--- src/rtl/abs_diff_pkg.sv ---
// Shared types for the 2-bit absolute-difference pipeline.
package abs_diff_pkg;

  localparam int OPERAND_W = 2;
  localparam int RESULT_W  = 2;

  typedef logic [OPERAND_W-1:0] operand_t;
  typedef logic [RESULT_W-1:0]  result_t;

  // One pipeline slot: the result travels together with its comparison flags.
  typedef struct packed {
    logic    valid;
    result_t result;
    logic    eq;
    logic    a_gt_b;
  } stage_t;

endpackage

--- src/rtl/abs_diff_core.sv ---
// Combinational |A-B| with equality and greater-than flags.
module abs_diff_core
  import abs_diff_pkg::*;
(
  input  logic [OPERAND_W-1:0] a,
  input  logic [OPERAND_W-1:0] b,
  output logic [RESULT_W-1:0]  diff,
  output logic                 eq,
  output logic                 a_gt_b
);

  // Subtract the smaller operand from the larger so the result never wraps.
  always_comb begin
    eq     = (a == b);
    a_gt_b = (a > b);
    if (a_gt_b) begin
      diff = a - b;
    end else begin
      diff = b - a;
    end
  end

endmodule

--- src/rtl/abs_diff_i4_o3.sv ---
// Pipelined |A-B| of two 2-bit operands, result LATENCY cycles after acceptance.
// Defining ABS_DIFF_FLAGS_EN adds the eq / a_gt_b output ports.
module abs_diff_i4_o3
  import abs_diff_pkg::*;
#(
  parameter int LATENCY = 1
) (
  input  logic clk,
  input  logic rst,
  input  logic in_valid,
  input  logic pi0,
  input  logic pi1,
  input  logic pi2,
  input  logic pi3,
  output logic po0,
  output logic po1,
  output logic out_valid
`ifdef ABS_DIFF_FLAGS_EN
  ,
  output logic eq,
  output logic a_gt_b
`endif
);

  if (LATENCY < 1 || LATENCY > 4) begin : g_bad_latency
    $error("abs_diff_i4_o3: LATENCY must be in 1..4");
  end

  logic     smp_valid_r;
  operand_t smp_a_r;
  operand_t smp_b_r;

  result_t  core_diff_s;
  logic     core_eq_s;
  logic     core_gt_s;

  stage_t   stage_r     [LATENCY];
  stage_t   stage_in_s  [LATENCY];
  stage_t   stage_nxt_s [LATENCY];

  abs_diff_core u_core (
    .a      (smp_a_r),
    .b      (smp_b_r),
    .diff   (core_diff_s),
    .eq     (core_eq_s),
    .a_gt_b (core_gt_s)
  );

  // Stage feed and next-state; the last stage keeps its payload across bubbles.
  always_comb begin
    stage_in_s[0] = '{valid: smp_valid_r, result: core_diff_s,
                      eq: core_eq_s, a_gt_b: core_gt_s};
    for (int i = 1; i < LATENCY; i++) begin
      stage_in_s[i] = stage_r[i-1];
    end
    for (int i = 0; i < LATENCY; i++) begin
      stage_nxt_s[i] = stage_in_s[i];
    end
    if (stage_in_s[LATENCY-1].valid) begin
      stage_nxt_s[LATENCY-1] = stage_in_s[LATENCY-1];
    end else begin
      stage_nxt_s[LATENCY-1]       = stage_r[LATENCY-1];
      stage_nxt_s[LATENCY-1].valid = 1'b0;
    end
  end

  // Sample register and stage pipeline; reset drops everything in flight.
  always_ff @(posedge clk) begin
    if (rst) begin
      smp_valid_r <= 1'b0;
      smp_a_r     <= '0;
      smp_b_r     <= '0;
      for (int i = 0; i < LATENCY; i++) begin
        stage_r[i] <= '0;
      end
    end else begin
      smp_valid_r <= in_valid;
      smp_a_r     <= {pi1, pi0};
      smp_b_r     <= {pi3, pi2};
      for (int i = 0; i < LATENCY; i++) begin
        stage_r[i] <= stage_nxt_s[i];
      end
    end
  end

  assign po0       = stage_r[LATENCY-1].result[0];
  assign po1       = stage_r[LATENCY-1].result[1];
  assign out_valid = stage_r[LATENCY-1].valid;

`ifdef ABS_DIFF_FLAGS_EN
  assign eq     = stage_r[LATENCY-1].eq;
  assign a_gt_b = stage_r[LATENCY-1].a_gt_b;
`else
  logic unused_flags_s;
  assign unused_flags_s = stage_r[LATENCY-1].eq ^ stage_r[LATENCY-1].a_gt_b;
`endif

endmodule

--- config.mk ---
export PLATFORM = sky130hd
export DESIGN_NAME = abs_diff_i4_o3
export DESIGN_NICKNAME = d
export VERILOG_FILES = /design/src/rtl/abs_diff_pkg.sv /design/src/rtl/abs_diff_core.sv /design/src/rtl/abs_diff_i4_o3.sv
export SDC_FILE = /design/constraint.sdc
export NUM_CORES = 1
export LEC_CHECK = 0
export CORE_AREA = 5 5 42 44
export DETAILED_ROUTE_END_ITERATION = 7
export DIE_AREA = 0 0 47 49
export PLACE_DENSITY_LB_ADDON = 0.05
export SETUP_SLACK_MARGIN = 0.4
export SYNTH_ARGS = -nofsm -noshare
export SYNTH_HDL_FRONTEND = slang
export SYNTH_SLANG_ARGS = --single-unit
--- constraint.sdc ---
create_clock -name clk -period 1.6 [get_ports clk]
set_input_delay 0.32 -clock clk [delete_from_list [all_inputs] [get_ports clk]]
set_output_delay 0.32 -clock clk [all_outputs]
set_load 0.03 [all_outputs]
==> results of run 1 <==
[how the worst max path moves through the flow]
stage / to / cells past startpoint / slack [ns] / start
after detailed placement: stage_r[0][3] / 6 / 0.21 / smp_a_r[0]
after global routing: stage_r[0][3] / 6 / 0.17 / smp_a_r[0]
after CTS: stage_r[0][3] / 6 / 0.22 / smp_a_r[0]
after floorplan: stage_r[0][3] / 6 / 0.27 / smp_a_r[0]
after global placement: stage_r[0][3] / 6 / 0.23 / smp_a_r[0]
final: stage_r[0][3] / 6 / 0.23 / smp_a_r[0]
[stage by stage]
step	power [uW]	std cells	area, sq um	util (%)	hold WS (ns)
2_1_floorplan	265.7	31	346.6	-	0.3842
3_3_place_gp	297.8	56	456.7	32.59	0.4730
3_5_place_dp	300.2	56	456.7	32.59	0.4752
4_1_cts	460.7	60	484.2	34.55	0.4801
5_1_grt	476.1	60	480.5	34.29	0.5228
6_report	446.9	60	480.5	34.29	0.4774
[worst min-delay path, cell delays in order, from the launching register on]
cell and delay [ns]:
dfxtp_1 0.30, nor2_1 0.08, a211oi_1 0.05
[cell type report]
| cell class | instances | area [sq um] |
|---|---|---|
| Sequential cell | 8 | 162.7 |
| Tap cell | 16 | 20.02 |
| Inverter | 4 | 15.01 |
| Clock buffer | 3 | 22.52 |
| Fill cell | 153 | 920.9 |
| Multi-Input combinational cell | 19 | 171.4 |
| Timing Repair Buffer | 10 | 88.84 |
[power by group]
group	internal, uW	total, uW	switching [uW]	leakage (uW)
Sequential	211	219	7.38	0.0000669
Clock	85.8	153	67.3	0.0000138
Combinational	39.9	75.1	35.2	0.000117
Total	337	447	110	0.000197
[metal layers]
layer	up-vias	share of wire, %
met1	115	41
met4	0	0
li1	126	-
met3	0	7.2
met2	7	52
met5	-	0
[cell usage after synthesis (all sizes together)]
cell and n:
inv 4, o21a 1, dfxtp 8, a31oi 1, nor2b 6, nor2 2, xor2 1, ha 3
and3 1, a211oi 2, fa 1, nand2 1
[cells by family after synthesis]
| logic type | synth area share, % |
|---|---|
| fa+ha+maj | 17.36 |
| xor+xnor | 2.642 |
| buf+inv | 4.527 |
| flops | 48.30 |
| simple gates | 16.98 |
| compound gates | 10.19 |
[what timing repair did]
action / in CTS / in global routing
endpoints found under the setup margin: 4 / 2
hold endpoints to repair: 0 / 0
pin swaps: 2 / 0
buffers inserted: 1 / 0
resized for setup: 10 / 2
[sequential cells by signal, summed over array words and instances (netlist names)]
register     count
smp_a_r          2
smp_b_r          2
smp_valid_r      1
stage_r          3
==> flow_metrics.tcl, run 1 <==
set metrics [dict create \
    met1_usage_pct 7.556 \
    dp_hpwl_microns 483.3 \
    ir_drop_mv 0.2843 \
    setup_slack_ns 0.2259 \
    ys_ff_latch 8 \
    syn_to_final_growth_pct 44.91 \
    grt_pass1_vias 266 \
    insertion_delay_ns 0.25 \
    hold_path_class "register to register" \
    vias 248 \
    cp_max_fo 2 \
    hold_depth 2 \
    finalSetupViolations 0 \
    crit_buf_inv 2 \
    cts_tree "done" \
    max-cap-violations 0 \
    path_clk_slew_ns 0.05 \
    grt_max_degree 9 \
    arrival_ns 1.50 \
    critPathCaptureType "register" \
    p_leak_uw 0.0001974 \
    wl_microns 612 \
    die-area_sq_mm 0.002303 \
    antenna_found_initial 0 \
    synth_cell_type_count 13 \
    drt-initial-drc-count 0 \
    synth_area_leaders "dfxtp_1 (48%), ha_1 (11%), nor2b_1 (11%)" \
    antenna_cells 0 \
    max_stage_delay_ns 0.43 \
    cp_top_family "adder cells" \
    cp_cell_sequence "inv_2 -> ha_4 -> inv_2 -> fa_2 -> a31oi_1 -> a211oi_2" \
    fin_nets 57 \
    cp-start-kind "register" \
    num_rows 14 \
    crit_path_top_delay_cell "fa_2" \
    holdPathEnd "stage_r[0][2]" \
    ios 10 \
    r2r-end "stage_r[0][3]" \
    dp_slack_ns 0.2129 \
    clk_path_buf_depth 2 \
    synth_area_per_cell_sq_um 10.70 \
    cts_root_buf "clkbuf_4" \
    fmax_ghz 0.7278 \
    drc_errors 0 \
    min_from "stage_r[0][2]" \
    powerDensity_mw_per_mm2 930.2 \
    avgRoutedWirePerCell_microns 10.20 \
    min_period_ns 1.374 \
    die_w_microns 47 \
    die_y_microns 49 \
    start_util_pct 23.66 \
    io_buffers 9 \
    layout-drive-gt1-share_pct 34.09 \
    numCtsBuffers 3 \
    critical_path_required_ns 1.73 \
    skew_ns 0.002417 \
    yosys.area.top_type "dfxtp_1" \
    clock_sinks 8 \
    crit_top_cell "inv_2" \
    first_pass_iters 1 \
    grt_pass1_wl_mm 1.055 \
    r2r_slack_ns 0.23 \
    ys_seq_area_share_pct 48.30 \
    cts_hold_buf 0 \
    busiest_layer "met2" \
    htreeDepth 1 \
    run_status "finished, final reports clean" \
    grt-ovfl-total 0 \
    synthCells 31 \
    ff2ff_path_depth 6 \
    crit_type "register to register" \
    synth_area_sq_um 331.6 \
    slew_headroom_pct 79.38 \
    timing.rr.start "smp_a_r[0]" \
    syn-num-nets 42 \
    rsz0062_at_grt "yes" \
    grt_usage_pct 6.926 \
    yosys.area.top_type_share_pct 48.30 \
    ys_warn_count 0 \
    grtUsageMet2_pct 9.050 \
    gp_congestion 0.6254 \
    layout_common_cells "nor2b_1 (6), clkdlybuf4s50_1 (6), dfxtp_1 (6)" \
    grt_use_met3_pct 3.321 \
    tightestPinTransition_ns 0.3084 \
    fin_crit_sh_pct 85.88 \
    slew_viol_final 0 \
    via_per_inst 4.133 \
    hold_viol 0 \
    coreArea_sq_mm 0.001401 \
    finalSetupTns_ns 0 \
    detail-route-antenna-nets 0 \
]
Power figures use the tool's default switching activity.
==> run 2: changes to the inputs <==
- CORE_AREA: 5 5 42 44 -> 2 2 39 41
- DIE_AREA: 0 0 47 49 -> 0 0 41 43
==> run 2 against run 1 <==
Effect of this change: critical path type unchanged; global-route usage rose by 0.74 points; non-clock buffer count fell by 1; hold slack improved by 0.0075 ns.
==> flow_metrics.tcl, run 2 (synthesized netlist as in run 1, its figures left out) <==
set metrics [dict create \
    run_status "finished, final reports clean" \
    die_y_microns 43 \
    fill_cells 144 \
    die_w_microns 41 \
    io_buffers 9 \
    avgRoutedWirePerCell_microns 8.492 \
    clk_path_buf_depth 2 \
    largest_reg_flops 3 \
    ios 10 \
    first_pass_iters 1 \
    crit_end "stage_r[0][3]" \
    skew_ns 0.001737 \
    grt_usage_pct 7.669 \
    grt_pass1_wl_microns 855 \
    critical_path_required_ns 1.77 \
    clock_sinks 8 \
    gp_congestion 0.6219 \
    drt-initial-drc-count 0 \
    coreArea_sq_mm 0.001384 \
    cp_max_fo 2 \
    tightestPinTransition_ns 0.2898 \
    p_leak_uw 0.0001928 \
    cts_tree "done" \
    cts_hold_buf 0 \
    dp_hpwl_microns 411.7 \
    p_switching_uw 104.4 \
    ff2ff_path_depth 6 \
    critPathLaunch "smp_a_r[0]" \
    grt_max_degree 9 \
    via_per_inst 4.051 \
    antenna_cells 0 \
    antenna_found_initial 0 \
    ir_drop_mv 0.2822 \
    r2r_slack_ns 0.23 \
    fin_nets 56 \
    cts_root_buf "clkbuf_4" \
    powerDensity_mw_per_mm2 920.9 \
    vias 239 \
    pwr-share-seq_pct 49.7 \
    slew_headroom_pct 80.62 \
    p_comb_share_pct 16.9 \
    hold_viol 0 \
    start_util_pct 23.96 \
    grt_pass1_vias 226 \
    largest-register "stage_r" \
    syn_to_final_growth_pct 44.53 \
    finalSetupViolations 0 \
    num_rows 14 \
    insertion_delay_ns 0.24 \
    finalPower_uw 441.3 \
    cp-start-kind "register" \
    crit_type "register to register" \
    max-cap-violations 0 \
    htreeDepth 1 \
    detail-route-antenna-nets 0 \
    power.share.clock_pct 33.5 \
    rsz0062_at_grt "yes" \
    reg_top3 "stage_r x3, smp_a_r x2, smp_b_r x2" \
    hold_path_class "register to register" \
    wl_microns 501 \
    hold_depth 2 \
    path_clk_slew_ns 0.05 \
    numCtsBuffers 3 \
    slew_viol_final 0 \
    die-area_sq_mm 0.001763 \
    p_sw_share_pct 23.67 \
    min_period_ns 1.374 \
    fin_crit_sh_pct 85.90 \
    layout_common_cells "nor2b_1 (6), clkdlybuf4s50_1 (6), dfxtp_1 (6)" \
    timing.rr.start "smp_a_r[0]" \
    cellInternalPower_uw 336.8 \
    grt-ovfl-total 0 \
    r2r-end "stage_r[0][3]" \
    critPathCaptureType "register" \
    arrival_ns 1.54 \
    drc_errors 0 \
    layout-drive-gt1-share_pct 34.88 \
    fmax_ghz 0.7276 \
    finalSetupTns_ns 0 \
]
[run 2: cell types whose count changed in the layout (fill, tap and decap cells not counted), sizes merged]
| cell | change |
|---|---|
| buf | -1 |
[run 2: stage by stage]
| stage | cell area [sq um] | worst slack, ns | cells | utilization (%) | hold WS [ns] |
|---|---|---|---|---|---|
| final | 479.2 | 0.2256 | 59 | 34.63 | 0.4849 |
| after global routing | 479.2 | 0.1797 | 59 | 34.63 | 0.5456 |
| after CTS | 483.0 | 0.2210 | 59 | 34.90 | 0.4897 |
| after detailed placement | 456.7 | 0.2229 | 56 | 33.00 | 0.4878 |
| after global placement | 456.7 | 0.2186 | 56 | 33.00 | 0.4727 |
| after floorplan | 346.6 | 0.2710 | 31 | - | 0.3842 |
[run 2: area by class of cell]
type,instances,area (sq um),share of cell area [%]
sequential,8,162.7,33.94
inverter,4,15.01,3.133
tap,16,20.02,4.178
clock buffer,3,22.52,4.700
timing repair buffer,9,81.33,16.97
multi-input combinational,19,177.7,37.08
[run 2: power by group through the flow]
stage,logic [uW],clock network [uW],registers [uW]
4_1_cts,73.5,157,219
3_3_place_gp,74.9,0,223
5_1_grt,83.0,169,221
3_5_place_dp,74.3,0,224
2_1_floorplan,34.3,0,231
6_report,74.5,148,219
[run 2: critical path, stage by stage (launching register included)]
cell      delay (ns)
dfxtp_2         0.32
inv_2           0.05
ha_4            0.11
inv_2           0.03
fa_2            0.52
a31oi_2         0.08
a211oi_2        0.17
[run 2: worst min path at each step]
stage / startpoint / to / slack [ns]
global route: stage_r[0][2] / stage_r[0][2] / 0.55
CTS: stage_r[0][2] / stage_r[0][2] / 0.49
finish: stage_r[0][2] / stage_r[0][2] / 0.48
detailed placement: stage_r[0][2] / stage_r[0][2] / 0.49
floorplan: rst / smp_a_r[0] / 0.38
global placement: stage_r[0][2] / stage_r[0][2] / 0.47
[run 2: what timing repair did]
item	in CTS	in global routing
setup buffers	0	0
pin swaps	1	0
resized for setup	8	5
setup endpoints to repair	4	3
[run 2: per-layer routing]
metal | share of wire, % | vias up | track usage [%]
met5 | 0 | - | 0
li1 | - | 124 | -
met3 | 4.4 | 0 | 4.712
met1 | 42 | 110 | 8.170
met2 | 54 | 5 | 10.31
met4 | 0 | 0 | 6.000
==> run 3: changes to the inputs <==
- ABC_CLOCK_PERIOD_IN_PS: default -> 1600
- GPL_TIMING_DRIVEN: default -> 1
==> results of run 3 <==
The final DEF is identical to that of run 2; final timing and power are the same.
==> RTL change (settings of run 3) <==
Build with the macro `ABS_DIFF_FLAGS_EN` defined.
--- a/src/rtl/abs_diff_i4_o3.sv
+++ b/src/rtl/abs_diff_i4_o3.sv
@@ -1,5 +1,7 @@
 // Pipelined |A-B| of two 2-bit operands, result LATENCY cycles after acceptance.
 // Defining ABS_DIFF_FLAGS_EN adds the eq / a_gt_b output ports.
+`define ABS_DIFF_FLAGS_EN
+
 module abs_diff_i4_o3
   import abs_diff_pkg::*;
 #(
Function (old outputs only; new: a_gt_b and eq): kept (Yosys induction, for registers that start in step).
==> RTL change against run 3 <==
Power up 33%. Largest cell class unchanged. Wire length up 35%. Clock power up 51%. Largest power group unchanged. Clock skew down 0.00088 ns. Setup slack worse by 0.043 ns. Sequential cell count up 2. Synthesized cell count up 32%. Final area up 18%. Hold slack worse by 0.017 ns. Area after synthesis up 24%. Highest routed layer is now met4.
==> RTL change: results <==
<?xml version="1.0" encoding="UTF-8"?>
<metrics>
  <group name="synth">
    <metric name="synthesis.area" unit="um^2">412</metric>
    <metric name="synth.distinct_cells" unit="">16</metric>
    <metric name="yosysSeqAreaShare" unit="">0.486</metric>
    <metric name="synthTopCellsByCount" unit="">sky130_fd_sc_hd__dfxtp_1, sky130_fd_sc_hd__nor2b_1, sky130_fd_sc_hd__inv_1, sky130_fd_sc_hd__nand3_1, sky130_fd_sc_hd__ha_1</metric>
    <metric name="synth.area.top_cells" unit="">sky130_fd_sc_hd__dfxtp_1, sky130_fd_sc_hd__ha_1, sky130_fd_sc_hd__nor2b_1</metric>
    <metric name="syn_nets" unit="">52</metric>
  </group>
  <group name="placement">
    <metric name="globalplace.congestion" unit="">0.693</metric>
    <metric name="portBuffers" unit="">11</metric>
    <metric name="placement.setup.worst_slack" unit="ns">0.190</metric>
  </group>
  <group name="global_route">
    <metric name="grt_first_pass_wirelength" unit="mm">1.19</metric>
    <metric name="global_route.usage.total" unit="">0.105</metric>
    <metric name="grt_max_degree" unit="">11</metric>
    <metric name="grt_pass1_vias" unit="">279</metric>
  </group>
  <group name="outcome">
    <metric name="status" unit="">complete, no violations</metric>
  </group>
  <group name="final_layout">
    <metric name="layout.nets" unit="">66</metric>
    <metric name="post_route_cells_drive_above_1_share" unit="">0.315</metric>
    <metric name="largestRegisters" unit="">stage_r (5), smp_a_r (2), smp_b_r (2)</metric>
    <metric name="final.fill_count" unit="">147</metric>
  </group>
  <group name="timing">
    <metric name="slew_at_the_pin_with_the_worst_max_slew_slack" unit="ns">0.394</metric>
    <metric name="fin_worst_skew" unit="ns">0.000862</metric>
  </group>
  <group name="power_and_ir_drop">
    <metric name="total_leakage_power" unit="nW">0.231</metric>
    <metric name="maximum_vdd_drop" unit="mV">0.426</metric>
  </group>
  <group name="route">
    <metric name="vias_per_cell" unit="">4.33</metric>
    <metric name="drt-pass1-iter-count" unit="">2</metric>
    <metric name="drt_iter0_markers" unit="">1</metric>
    <metric name="drt_wl_total" unit="um">674</metric>
  </group>
  <group name="setup_path">
    <metric name="worst-endpoint-arrival" unit="ns">1.60</metric>
  </group>
  <group name="clocking">
    <metric name="clkLatencyLatePin" unit="ns">0.26</metric>
  </group>
</metrics>
-- RTL change: cell types whose count changed in the layout (fill, tap and decap cells not counted), sizes merged --
| cell | delta |
|---|---|
| dfxtp | +2 |
| a311oi | +1 |
| buf | +3 |
| a31oi | -1 |
| clkdlybuf4s15 | -1 |
| clkbuf | +1 |
| a211oi | -1 |
| nand3 | +4 |
| nand2b | +2 |
| and3 | -1 |
| a21oi | +2 |
-- RTL change: power breakdown --
part	internal [mW]	leakage (nW)	switching [mW]
clock network	0.138	0.0210	0.0845
logic	0.0449	0.127	0.0475
registers	0.264	0.0832	0.00985
-- RTL change: path summary, 6_finish.rpt --
path                                    start             to  slack, ns  depth (start not counted)
worst max-delay path               smp_a_r[0]  stage_r[0][3]       0.18                          6
worst min-delay path            stage_r[0][0]  stage_r[0][0]       0.47                          2
worst max register to register     smp_a_r[0]  stage_r[0][3]       0.18                          6
worst min register to register  stage_r[0][0]  stage_r[0][0]       0.47                          2
-- RTL change: what timing repair did --
item	CTS	global route
pin swaps	0	0
setup endpoints to repair	6	4
resized for setup	19	4
hold buffers	0	0
-- RTL change: cells by family after synthesis --
family | after synthesis | share of synthesized area
compound gates | 5 | 0.0973
xor+xnor | 1 | 0.0213
fa+ha+maj | 4 | 0.140
buf+inv | 6 | 0.0577
flops | 10 | 0.486
simple gates | 15 | 0.198
-- RTL change: cell type report --
cell class,instances,area (um^2),share of cell area
Inverter,4,15.0,0.0265
Tap cell,16,20.0,0.0353
Timing Repair Buffer,11,85.1,0.150
Sequential cell,10,203,0.358
Multi-Input combinational cell,25,208,0.366
Clock buffer,4,36.3,0.0640
-- RTL change: metal layers --
layer  vias up  share of wire  track usage
met2         8           0.50        0.141
li1        155              -            -
met4         0         0.0059       0.0800
met1       138           0.43        0.124
met5         -              0            0
met3         2          0.062       0.0471
-- RTL change: worst max-delay path, cell delays in order (launching register included) --
cell                       delay, ns
sky130_fd_sc_hd__dfxtp_2        0.32
sky130_fd_sc_hd__inv_2          0.06
sky130_fd_sc_hd__ha_4           0.11
sky130_fd_sc_hd__inv_2          0.03
sky130_fd_sc_hd__fa_2           0.53
sky130_fd_sc_hd__nand3_2        0.06
sky130_fd_sc_hd__a311oi_2       0.21
-- RTL change: per-stage QoR --
step / instance area (um^2) / hold WS [ns] / std cells / utilization
floorplan: 434 / 0.448 / 41 / -
global placement: 556 / 0.460 / 66 / 0.401
detailed placement: 556 / 0.467 / 66 / 0.401
CTS: 577 / 0.476 / 70 / 0.417
global route: 567 / 0.506 / 70 / 0.410
finish: 567 / 0.468 / 70 / 0.410
